<file path="src/rtl/cic_interpolator.sv">
// CIC interpolator: ORDER low-rate combs, zero-stuffing by INTERP_RATIO, ORDER pipelined
// integrators. The output is the top OUTPUT_WIDTH bits of the last integrator.
module cic_interpolator #(
  parameter int ORDER        = 3,
  parameter int INTERP_RATIO = 64,
  parameter int INPUT_WIDTH  = 16,
  parameter int OUTPUT_WIDTH = 16
) (
  input  logic                           clk,
  input  logic                           rst_n,
  input  logic signed [INPUT_WIDTH-1:0]  din,
  input  logic                           din_valid,
  output logic                           din_ready,
  output logic signed [OUTPUT_WIDTH-1:0] dout,
  output logic                           dout_valid,
  output logic                           underrun
);
  localparam int PW = $clog2(INTERP_RATIO);
  localparam int W  = INPUT_WIDTH + (ORDER - 1) * PW;

  logic [PW-1:0]       r_phase;
  logic                w_phase0;
  logic signed [W-1:0] w_sample;
  logic signed [W-1:0] w_stuff;
  logic signed [W-1:0] r_cout;
  logic [ORDER:0]      r_vld_pipe;
  logic                r_underrun;

  assign w_phase0  = (r_phase == '0);
  assign din_ready = w_phase0;
  // A missing sample in its slot is replaced by zero so the filter keeps its cadence.
  assign w_sample  = din_valid ? W'(din) : '0;

  always_ff @(posedge clk or negedge rst_n) begin
    if (!rst_n) begin
      r_phase    <= '0;
      r_vld_pipe <= '0;
      r_underrun <= 1'b0;
    end else begin
      r_phase    <= r_phase + 1'b1;
      r_vld_pipe <= {r_vld_pipe[ORDER-1:0], 1'b1};
      if (w_phase0 && !din_valid) r_underrun <= 1'b1;
    end
  end

  for (genvar k = 0; k < ORDER; k++) begin : g_comb
    logic signed [W-1:0] w_x;
    logic signed [W-1:0] w_y;
    logic signed [W-1:0] r_dly;
    if (k == 0) begin : g_first
      assign w_x = w_sample;
    end else begin : g_next
      assign w_x = g_comb[k-1].w_y;
    end
    assign w_y = w_x - r_dly;
    always_ff @(posedge clk or negedge rst_n) begin
      if (!rst_n)        r_dly <= '0;
      else if (w_phase0) r_dly <= w_x;
    end
  end

  always_ff @(posedge clk or negedge rst_n) begin
    if (!rst_n)        r_cout <= '0;
    else if (w_phase0) r_cout <= g_comb[ORDER-1].w_y;
  end

  // The comb result feeds the integrators only in the cycle right after the slot edge.
  assign w_stuff = (r_phase == PW'(1)) ? r_cout : '0;

  for (genvar k = 0; k < ORDER; k++) begin : g_int
    logic signed [W-1:0] w_add;
    logic signed [W-1:0] r_acc;
    if (k == 0) begin : g_first
      assign w_add = w_stuff;
    end else begin : g_next
      assign w_add = g_int[k-1].r_acc;
    end
    always_ff @(posedge clk or negedge rst_n) begin
      if (!rst_n) r_acc <= '0;
      else        r_acc <= r_acc + w_add;
    end
  end

  assign dout       = g_int[ORDER-1].r_acc[W-1 -: OUTPUT_WIDTH];
  assign dout_valid = r_vld_pipe[ORDER];
  assign underrun   = r_underrun;
endmodule
</file>
<file path="config.mk">
export PLATFORM = sky130hd
export DESIGN_NAME = cic_interpolator
export DESIGN_NICKNAME = d
export VERILOG_FILES = /design/src/rtl/cic_interpolator.sv
export SDC_FILE = /design/constraint.sdc
export NUM_CORES = 1
export LEC_CHECK = 0
export CAP_MARGIN = 5
export CORE_ASPECT_RATIO = 0.5
export CORE_MARGIN = 5
export CORE_UTILIZATION = 50
export DETAILED_ROUTE_END_ITERATION = 8
export PLACE_DENSITY = 0.7
export RECOVER_POWER = 25
export SLEW_MARGIN = 20
export SYNTH_ARGS = -nofsm -noshare
export SYNTH_HDL_FRONTEND = slang
export SYNTH_SLANG_ARGS = --single-unit
</file>
<file path="constraint.sdc">
create_clock -name clk -period 9.2 [get_ports clk]
set_clock_uncertainty 0.05 [all_clocks]
set_input_delay 2.3 -clock clk [delete_from_list [all_inputs] [get_ports clk]]
set_output_delay 2.3 -clock clk [all_outputs]
set_load 0.01 [all_outputs]
</file>
==> results.md <==
- Outcome: finished, violations left
- Failing checks: max-capacitance violations, max-slew violations
- Detailed-placement wirelength estimate: around 22000 um
- Clock share of power: 15.9%
- Mapped Nets: 1754
- GR Util All Layers: 19.3%
- Total core area: 27700 um2
- CTS tree: yes
- Mean post-synth cell area: 8.93 um2
- Comb pwr share: 59.2%
- Lkg Pwr: 7.16 nW
- EDFF count, synth: 0
- Slowest cell delay on critical path: 530 ps
- Yosys Warn Count: 0
- Layout cells sized above 1: under 10%
- Slew of the pin with the lowest slew margin: 4690 ps
- Wirelength, routed: 29300 um
- Fmax achieved: around 110 MHz
- Most common cell after layout, fill and taps aside: dfrtp_1
- #FFs+latches synth: 195
- Cell Rows: 43
- GP Congestion: about 0.9
- CP arrival: 9080 ps
- Vias per cell: 5.54
- Final non-filler cell total: roughly 2k
- Hold Path Class: register to register
- Startpoint Class: input port
- Root Driver: clkbuf_16
- Most frequent cells in the layout: dfrtp_1, ha_1, o21ai_0
- # port buffers: 37
- Mapped Area: 14100 um2
- Cells after DPL: 1956
- Post-synth ARST share: 100%
- Post-DR wirelength/cell: 14.8 um
- RSZ-0062 raised after global routing: no
- Latest clock arrival within the worst-skew pair: 450 ps
- Top Ports: 38
- Slew margin rel.: -213%
- Die area: 31800 um2
- Worst path top cell family by delay: compound AO/OA/AOI/OAI gates
- Final hold violations: 0
- Post-CTS setup buffers: 0
- Max-slew violations: 87
- Top post-synthesis cells by area: dfrtp_1, ha_1, o21ai_0
- Area growth syn-to-layout: 9.19%
- Crit path buffers/inverters: 2
- Via count: between 10k and 15k
- Area fraction of the dominant cell type after synthesis: 34.7%
- Max_cap viols: 1
- Sw frac: 42.9%
- # DRC: 0
- Initial antenna violation count: 0
- Power Internal: 0.00277 W
- First-pass GRT wire length: 51300 um
- Minimum clock period: 8740 ps
- VDD IR-drop max: 0.175 mV
- Fraction of the yosys area taken by sequential cells: 34.7%
- Setup CP Type: input port to register
- Kind of end point of the critical path: register
- Detailed Routing Iterations Pass 1: 5
- Largest net degree at the start of global routing: slightly below 90
- Total CTS buffers: 17
- Starting Density: 50.8%
- N_diodes: 0
- H-tree depth: 4
- Worst path slowest cell: clkdlybuf4s50_1
- Vias in the first global route: 10.9k
- Cell taking the most area after synthesis: dfrtp_1
- Sequential Power Share: 25.0%
- Max clock buf depth: 2
- Sink Count: approximately 200
- Period utilization: roughly 95%
- PD cells: 316 nW/um2
- CP max FO: 15
- Finish-stage setup viols: 0
- Primary FF master, synth: dfrtp_1
- Total power draw: about 0.0049 W
- Final net count: ~1.8k
- Worst Path Required: 9540 ps
- DRT antenna net count: 0
- P_sw: 0.00208 W
- Setup TNS: 0 ps
- CTS clk-pin slew, worst paths: 70 ps
- Synth Instances: 1575
- Chip Width: 247 um
- Initial DRC count: 566
- Yosys cell types: 81
- Die height: 129 um
- Gr ovfl total: 0
-- routing by layer --
metal	up-vias	track usage, %	share of wire (%)
met4	0	3.49	0.83
met5	-	0	0
met2	169	31.2	44
li1	5653	-	-
met1	5166	27.3	52
met3	23	3.96	3.5
-- cell families after synthesis --
group	Yosys count	share of synthesized area, %
other cells	1	0.0267
compound gates	482	22.1
buf+inv	169	4.96
fa+ha+maj	160	14.5
flops	195	34.7
xor+xnor	114	7.10
mux	21	1.67
simple gates	433	14.9
-- power by group through the flow --
stage	clock network [W]	registers (W)	logic, W
after floorplan	0	0.00117	0.00230
after global placement	0	0.00122	0.00272
after detailed placement	0	0.00123	0.00283
after CTS	0.000791	0.00121	0.00285
after global routing	0.000827	0.00124	0.00322
final	0.000769	0.00121	0.00287
-- what timing repair did --
item                       4_1_cts  5_1_grt
setup endpoints to repair        0        1
resized for setup                0        4
hold buffers                     0        0
-- sequential cells by signal (all words and copies together), names as in the netlist --
signal        cells
g_int.r_acc      84
r_cout           28
r_vld_pipe        4
g_comb.r_dly     72
underrun          1
r_phase           6
-- area by class of cell --
type	count	area (um2)
Fill cell	2472	12300
Clock inverter	15	168
Inverter	121	455
Multi-Input combinational cell	1211	8520
Timing Repair Buffer	47	439
Sequential cell	195	4880
Clock buffer	17	425
Tap cell	382	478
-- final timing paths --
path                                                      from                           to  slack (ps)  cells after the start
worst max register to register  g_comb[0].r_dly[0]$_DFFE_PN0P_       r_cout[27]$_DFFE_PN0P_        2760                     26
max in group asynchronous                                rst_n  g_int[2].r_acc[7]$_DFF_PN0_        2970                      1
min in group asynchronous                                rst_n      r_vld_pipe[1]$_DFF_PN0_        3460                      1
worst max-delay path                                 din_valid       r_cout[27]$_DFFE_PN0P_         460                     28
worst min register to register         r_vld_pipe[0]$_DFF_PN0_      r_vld_pipe[1]$_DFF_PN0_         310                      0
worst min-delay path                   r_vld_pipe[0]$_DFF_PN0_      r_vld_pipe[1]$_DFF_PN0_         310                      0
-- per-stage QoR --
step	setup slack, ps	area (um2)	util (%)	hold slack, ps
after CTS	490	15400	55.4	308
after global routing	30.4	15400	55.4	309
after global placement	213	14800	53.3	283
after floorplan	1130	14100	-	281
after detailed placement	23.2	14800	53.3	290
final	463	15400	55.4	306
-- synth_stat cells, drive strengths merged (8+ instances only) --
cell type and n:
nand3 34, o21bai 17, a21o 54, nand2 137
and3 40, nor3 25, a21boi 8, nor2b 17
or2 8, nand4 8, buf 20, a21oi 99
a211oi 20, a31oi 15, nor2 96, clkbuf 28
o311ai 10, o31ai 15, dfrtp 195, ha 154
xor2 36, o31a 10, xnor2 78, and2 24
o21ai 151, o21a 29, inv 121, nand2b 20
mux2 17
Note: power is estimated with default switching activity, not from simulation.
